## src/rtl/sha2_pkg.sv

```systemverilog
// sha2_pkg: shared definitions for the SHA-2 round engine.
//   - sha2_state_t : engine FSM states
//   - SHA256_IV / SHA512_IV : standard initial hash values, word a in the
//     low bits, matching the h_in/h_out packing
//   - rot_amt / rotr / big_sigma0 / big_sigma1 : Σ functions. All values
//     travel as 64 bits; in 32-bit mode only bits [31:0] are meaningful.
package sha2_pkg;

    typedef enum logic [1:0] {
        ST_IDLE,
        ST_ROUND,
        ST_FINAL,
        ST_DONE
    } sha2_state_t;

    localparam logic [255:0] SHA256_IV = {
        32'h5be0cd19, 32'h1f83d9ab, 32'h9b05688c, 32'h510e527f,
        32'ha54ff53a, 32'h3c6ef372, 32'hbb67ae85, 32'h6a09e667
    };

    localparam logic [511:0] SHA512_IV = {
        64'h5be0cd19137e2179, 64'h1f83d9abfb41bd6b,
        64'h9b05688c2b3e6c1f, 64'h510e527fade682d1,
        64'ha54ff53a5f1d36f1, 64'h3c6ef372fe94f82b,
        64'hbb67ae8584caa73b, 64'h6a09e667f3bcc908
    };

    // sel 0..2 are the Σ0 rotations, sel 3..5 the Σ1 rotations.
    function automatic logic [7:0] rot_amt(input bit wide, input logic [2:0] sel);
        logic [7:0] amt;
        amt = 8'd0;
        case (sel)
            3'd0:    amt = wide ? 8'd28 : 8'd2;
            3'd1:    amt = wide ? 8'd34 : 8'd13;
            3'd2:    amt = wide ? 8'd39 : 8'd22;
            3'd3:    amt = wide ? 8'd14 : 8'd6;
            3'd4:    amt = wide ? 8'd18 : 8'd11;
            3'd5:    amt = wide ? 8'd41 : 8'd25;
            default: amt = 8'd0;
        endcase
        return amt;
    endfunction

    function automatic logic [63:0] rotr(input logic [63:0] x, input logic [7:0] n,
                                         input bit wide);
        logic [63:0] r;
        if (wide)
            r = (x >> n) | (x << (8'd64 - n));
        else
            r = {32'h0, (x[31:0] >> n) | (x[31:0] << (8'd32 - n))};
        return r;
    endfunction

    function automatic logic [63:0] big_sigma0(input logic [63:0] x, input bit wide);
        return rotr(x, rot_amt(wide, 3'd0), wide) ^
               rotr(x, rot_amt(wide, 3'd1), wide) ^
               rotr(x, rot_amt(wide, 3'd2), wide);
    endfunction

    function automatic logic [63:0] big_sigma1(input logic [63:0] x, input bit wide);
        return rotr(x, rot_amt(wide, 3'd3), wide) ^
               rotr(x, rot_amt(wide, 3'd4), wide) ^
               rotr(x, rot_amt(wide, 3'd5), wide);
    endfunction

endpackage

```

## src/rtl/sha2_round_logic.sv

```systemverilog
// sha2_round_logic: one combinational SHA-2 round (T1/T2 stage).
//   in : a..h  working words, k round constant, w schedule word
//   out: a_next = T1+T2, e_next = d+T1 (the only two words that are not a
//        plain shift of the working set)
module sha2_round_logic
    import sha2_pkg::*;
#(
    parameter int DATA_W = 32
) (
    input  logic [DATA_W-1:0] a,
    input  logic [DATA_W-1:0] b,
    input  logic [DATA_W-1:0] c,
    input  logic [DATA_W-1:0] d,
    input  logic [DATA_W-1:0] e,
    input  logic [DATA_W-1:0] f,
    input  logic [DATA_W-1:0] g,
    input  logic [DATA_W-1:0] h,
    input  logic [DATA_W-1:0] k,
    input  logic [DATA_W-1:0] w,
    output logic [DATA_W-1:0] a_next,
    output logic [DATA_W-1:0] e_next
);

    localparam bit WIDE = (DATA_W == 64);

    logic [DATA_W-1:0] s0, s1, ch, maj, t1, t2;

    always_comb begin
        s0     = DATA_W'(big_sigma0(64'(a), WIDE));
        s1     = DATA_W'(big_sigma1(64'(e), WIDE));
        ch     = (e & f) ^ (~e & g);
        maj    = (a & b) ^ (a & c) ^ (b & c);
        t1     = h + s1 + ch + k + w;
        t2     = s0 + maj;
        a_next = t1 + t2;
        e_next = d + t1;
    end

endmodule

```

## src/rtl/sha2_round_engine.sv

```systemverilog
// sha2_round_engine: iterative SHA-2 compression (SHA-256 / SHA-512).
//   clk, rst      : clock, asynchronous active-low reset
//   run, chain    : start pulse (IDLE only); chain=1 starts from h_out
//   h_in          : initial chaining value, word a at [DATA_W-1:0]
//   kw_valid/ready: one round per accepted K/W pair (k_in, w_in)
//   busy          : engine active (ROUND..DONE)
//   done, h_out   : one-cycle completion pulse, digest held until next FINAL
module sha2_round_engine
    import sha2_pkg::*;
#(
    parameter int DATA_W = 32,
    parameter int ROUNDS = 64
) (
    input  logic                  clk,
    input  logic                  rst,
    input  logic                  run,
    input  logic                  chain,
    input  logic [8*DATA_W-1:0]   h_in,
    input  logic                  kw_valid,
    output logic                  kw_ready,
    input  logic [DATA_W-1:0]     k_in,
    input  logic [DATA_W-1:0]     w_in,
    output logic                  busy,
    output logic                  done,
    output logic [8*DATA_W-1:0]   h_out
);

    if (DATA_W != 32 && DATA_W != 64) begin : g_bad_data_w
        $error("sha2_round_engine: DATA_W must be 32 or 64");
    end
    if (ROUNDS < 1 || ROUNDS > 255) begin : g_bad_rounds
        $error("sha2_round_engine: ROUNDS must be in 1..255");
    end

    localparam logic [7:0] LAST_RC = 8'(ROUNDS - 1);

    sha2_state_t state, state_nxt;

    // Index 0 is word a, index 7 is word h.
    logic [7:0][DATA_W-1:0] work;
    logic [7:0][DATA_W-1:0] hb;
    logic [7:0][DATA_W-1:0] h_q;
    logic [7:0][DATA_W-1:0] h_in_w;
    logic [7:0][DATA_W-1:0] start_val;
    logic [7:0]             rc;
    logic [DATA_W-1:0]      a_next, e_next;
    logic                   kw_fire;

    assign h_in_w    = h_in;
    assign start_val = chain ? h_q : h_in_w;
    assign kw_fire   = kw_valid && kw_ready;
    assign h_out     = h_q;

    sha2_round_logic #(
        .DATA_W (DATA_W)
    ) u_round (
        .a      (work[0]),
        .b      (work[1]),
        .c      (work[2]),
        .d      (work[3]),
        .e      (work[4]),
        .f      (work[5]),
        .g      (work[6]),
        .h      (work[7]),
        .k      (k_in),
        .w      (w_in),
        .a_next (a_next),
        .e_next (e_next)
    );

    always_ff @(posedge clk or negedge rst) begin
        if (!rst) state <= ST_IDLE;
        else      state <= state_nxt;
    end

    // Handshake outputs decode state only, so kw_ready never depends on
    // kw_valid combinationally.
    always_comb begin
        state_nxt = state;
        kw_ready  = 1'b0;
        busy      = 1'b1;
        done      = 1'b0;
        case (state)
            ST_IDLE: begin
                busy = 1'b0;
                if (run) state_nxt = ST_ROUND;
            end
            ST_ROUND: begin
                kw_ready = 1'b1;
                if (kw_fire && rc == LAST_RC) state_nxt = ST_FINAL;
            end
            ST_FINAL: state_nxt = ST_DONE;
            ST_DONE: begin
                done      = 1'b1;
                state_nxt = ST_IDLE;
            end
            default: state_nxt = ST_IDLE;
        endcase
    end

    always_ff @(posedge clk or negedge rst) begin
        if (!rst) begin
            work <= '0;
            hb   <= '0;
            h_q  <= '0;
            rc   <= '0;
        end else begin
            case (state)
                ST_IDLE: begin
                    if (run) begin
                        work <= start_val;
                        hb   <= start_val;
                        rc   <= '0;
                    end
                end
                ST_ROUND: begin
                    if (kw_fire) begin
                        // h<-g, g<-f, f<-e, e<-d+T1, d<-c, c<-b, b<-a, a<-T1+T2
                        work <= {work[6], work[5], work[4], e_next,
                                 work[2], work[1], work[0], a_next};
                        rc   <= rc + 8'd1;
                    end
                end
                ST_FINAL: begin
                    for (int i = 0; i < 8; i++) h_q[i] <= hb[i] + work[i];
                end
                default: ;
            endcase
        end
    end

endmodule

```

## config.mk

```make
export PLATFORM = sky130hd
export DESIGN_NAME = sha2_round_engine
export DESIGN_NICKNAME = d
export VERILOG_FILES = /design/src/rtl/sha2_pkg.sv /design/src/rtl/sha2_round_logic.sv /design/src/rtl/sha2_round_engine.sv
export SDC_FILE = /design/constraint.sdc
export NUM_CORES = 2
export LEC_CHECK = 0
export BUFFER_PORTS_ARGS = -buffer_cell sky130_fd_sc_hd__buf_4
export CAP_MARGIN = 10
export CORE_MARGIN = 1.5
export CORE_UTILIZATION = 45
export CTS_BUF_LIST = sky130_fd_sc_hd__clkbuf_8
export DETAILED_ROUTE_END_ITERATION = 6
export PLACE_DENSITY_LB_ADDON = 0.1
export SLEW_MARGIN = 20
export SYNTH_ARGS = -nofsm -noshare
export SYNTH_HDL_FRONTEND = slang
export SYNTH_SLANG_ARGS = --single-unit
```

## constraint.sdc

```tcl
create_clock -name clk -period 6.2 [get_ports clk]
set_input_delay 1.24 -clock clk [delete_from_list [all_inputs] [get_ports clk]]
set_output_delay 1.24 -clock clk [all_outputs]
set_load 0.01 [all_outputs]
```

==> results.ini <==
[status]
status=finished with violations
violations=negative setup slack

[setup_path]
reg2reg_depth=34
r2r-end=work[31]
crit_path_frequent_cell=a21o_1
r2r_slack_ps=-720
crit_fanout=3
max_stage_delay_ps=620
startpoint_type=input port
cp.required_ps=6890
r2r_start=work[226]
cpMaxStageDelayCell=fa_2
endpoint_kind=flip-flop
crit_type=input port to flip-flop
cp.arrival_ps=7710

[route]
route.detailed.drc=0
num_vias=47034
drt-pass1-iter-count=5
drtAntennaViolNets=0
vias_per_cell=5.564
routedWlPerCell_microns=23.95
drt_wl_total_microns=202500
drtIter0Drc=3176

[worst_hold_path]
hp-class=input port to asynchronous set/reset pin

[die]
io_pins=584
design.core.area_sq_um=118200
die_h_microns=348.5
start_util_pct=45.43
die_width_microns=348.5
dieArea_sq_um=121400
rows=126

[sta]
rsz0062_at_grt=true
fin_ws_ps=-821.5
fmax_ghz=0.1424
hold_slack_ps=451.9
hold_viol_final=0
clock_skew_ps=39.88
maxSlewViolCount=0
setup_viol=26
timing.final.crit_share_pct=113.2
worstMarginPinSlew_ps=1140
slew_headroom_pct=24.01
period_needed_ps=7021

[global_route]
antenna_found_initial=5
grt_pass1_vias=45837
grt_pass1_wl_microns=296200
grt_use_total_pct=32.83
grt_max_degree=215
grt_overflow_total=0

[clock_tree]
cts_root_buffer=clkbuf_8
cts-hold-fix-buffers=0
cts_tree=yes
path_clk_slew_ps=50
cts_num_sinks=778
cts_buffers=147
clock_latency_ps=870
cts_htree_levels=4
clock_path_buffers=3

[synthesis]
synth-simple-area-share_pct=10.85
syn_nets=6697
synthMuxAreaShare_pct=9.656
synth.yosys.seq_area_share_pct=36.25
synth_top_family_by_area=compound AO/OA/AOI/OAI gates
synthCells=5892
netlist_area_sq_um=53710
synthXorXnorAreaFrac_pct=7.350
ys_warn_count=0
synth_adder_area_share_pct=13.12
async_flop_share_pct=100.0
ys_ff_latch=778
synth_edf_count=0
syn_area_per_cell_sq_um=9.116
yosys.cell_types.count=76
synth-main-ff-cell=dfrtp_1
synth-compound-area-share_pct=18.39

[run]
cap_violations=0

[cells_and_area]
syn_to_final_growth_pct=24.45
finalNonFillerCells=8454
fin_nets=7608
drive_gt1_share_pct=24.71
fillers=10941

[placement]
placed_cells=8164
port-buffer-count=583
dp_slack_ps=-1776
gp_congestion=0.9805
hpwl_microns=158200

[metal layers]
| metal | vias up | wire, microns | track usage [%] |
|---|---|---|---|
| met3 | 400 | 10650 | 4.242 |
| met4 | 0 | 10810 | 15.87 |
| li1 | 22281 | - | - |
| met2 | 1507 | 98150 | 55.68 |
| met1 | 22846 | 82890 | 41.34 |
| met5 | - | 0 | 0 |
[cell families after synthesis]
logic type / count (synthesis)
AO/OA/AOI/OAI: 1691
XOR/XNOR: 449
adder cells (fa/ha/maj): 484
buffers and inverters: 628
flip-flops: 778
multiplexers: 489
AND/OR/NAND/NOR: 1373
[final cells by class]
| class | instances | area [sq um] | share of cell area, % |
|---|---|---|---|
| Clock inverter | 72 | 540.5 | 0.8087 |
| Antenna cell | 5 | 12.51 | 0.01872 |
| Clock buffer | 187 | 2574 | 3.851 |
| Sequential cell | 778 | 19470 | 29.13 |
| Multi-Input combinational cell | 4486 | 32830 | 49.11 |
| Timing Repair Buffer | 1065 | 8258 | 12.35 |
| Tap cell | 1536 | 1922 | 2.875 |
| Inverter | 325 | 1237 | 1.851 |
[per-stage QoR]
stage / TNS [ps] / utilization [%] / cell area (sq um)
final: -11100 / 56.53 / 66840
after CTS: -7788 / 56.02 / 66240
after global routing: -18100 / 56.52 / 66830
after global placement: -49550 / 53.03 / 62700
after detailed placement: -50700 / 53.03 / 62700
after floorplan: -14480 / - / 53910
[cell usage after synthesis (6+ instances only)]
cell type	instances	area (sq um)
dfrtp_1	778	19470
a21oi_1	741	3709
nor2_1	646	2425
o21ai_0	452	2262
nand2_1	430	1614
ha_1	347	4342
inv_1	324	1216
xnor2_1	316	2768
clkbuf_1	266	998.5
mux2i_1	262	2623
mux2_2	225	2534
a21o_1	162	1216
fa_1	133	2663
xor2_1	132	1156
o21a_1	68	510.5
nor3_1	58	290.3
o21bai_1	42	315.3
nand2b_1	39	244.0
nand3_1	38	190.2
nor2b_1	38	237.7
buf_1	36	135.1
nand4_1	33	206.5
a211oi_1	27	202.7
a31oi_1	26	162.7
o31ai_1	24	180.2
or3_1	19	118.9
and3_1	18	112.6
a2111oi_0	11	96.34
nor4_1	11	68.82
a21boi_1	10	75.07
a211o_1	9	78.83
a31o_2	9	78.83
and2_1	9	56.30
o21ai_1	9	45.04
o211ai_1	8	60.06
o22ai_1	8	50.05
o221ai_1	7	61.31
or4_1	7	52.55
a221oi_1	6	52.55
a41o_1	6	60.06
nand3b_1	6	45.04
or2_2	6	37.54
[flip-flops by register name, summed over array words and instances (netlist names)]
signal  count
rc          8
state       2
hb        256
h_out     256
work      256
[worst max path at each step]
stage,slack (ps),to,cells past startpoint,start
floorplan,-1120,work[29],31,k_in[2]
CTS,-700,work[31],32,work[237]
global placement,-1750,work[28],32,k_in[1]
detailed placement,-1780,work[29],32,k_in[2]
global route,-1060,work[31],33,w_in[2]
finish,-820,work[31],35,w_in[13]
[cell usage in the layout (no fill, tap or decap), types with 36 or more instances in the layout]
| master | instances |
|---|---|
| o21a_1 | 67 |
| nor3_1 | 54 |
| mux2i_1 | 261 |
| ha_1 | 334 |
| mux2_2 | 225 |
| a21o_1 | 162 |
| buf_4 | 1027 |
| o21bai_1 | 41 |
| inv_1 | 342 |
| nor2b_1 | 37 |
| nor2_1 | 641 |
| xnor2_1 | 302 |
| clkbuf_8 | 187 |
| xor2_1 | 130 |
| o21ai_0 | 411 |
| a21oi_1 | 711 |
| dfrtp_1 | 778 |
| fa_1 | 127 |
| nand2b_1 | 36 |
| nand2_1 | 426 |
[critical path, delay by kind of cell]
family / cells / cell delay, ps
xor gates and xnor gates: 2 / 260
AOI/OAI and AO/OA: 14 / 2110
buffers and inverters: 8 / 680
and+or+nand+nor: 5 / 730
adders and majority gates: 6 / 2690
[what timing repair did]
action | CTS | global route
setup buffers | 13 | 19
endpoints found under the hold margin | 0 | 0
pin swaps | 64 | 129
resized for setup | 79 | 98
endpoints found under the setup margin | 31 | 37
cloned | 0 | 0
Power is left out: the tool's default activity adds up to more than one toggle a clock period on the data nets, which glitch-free logic cannot reach.
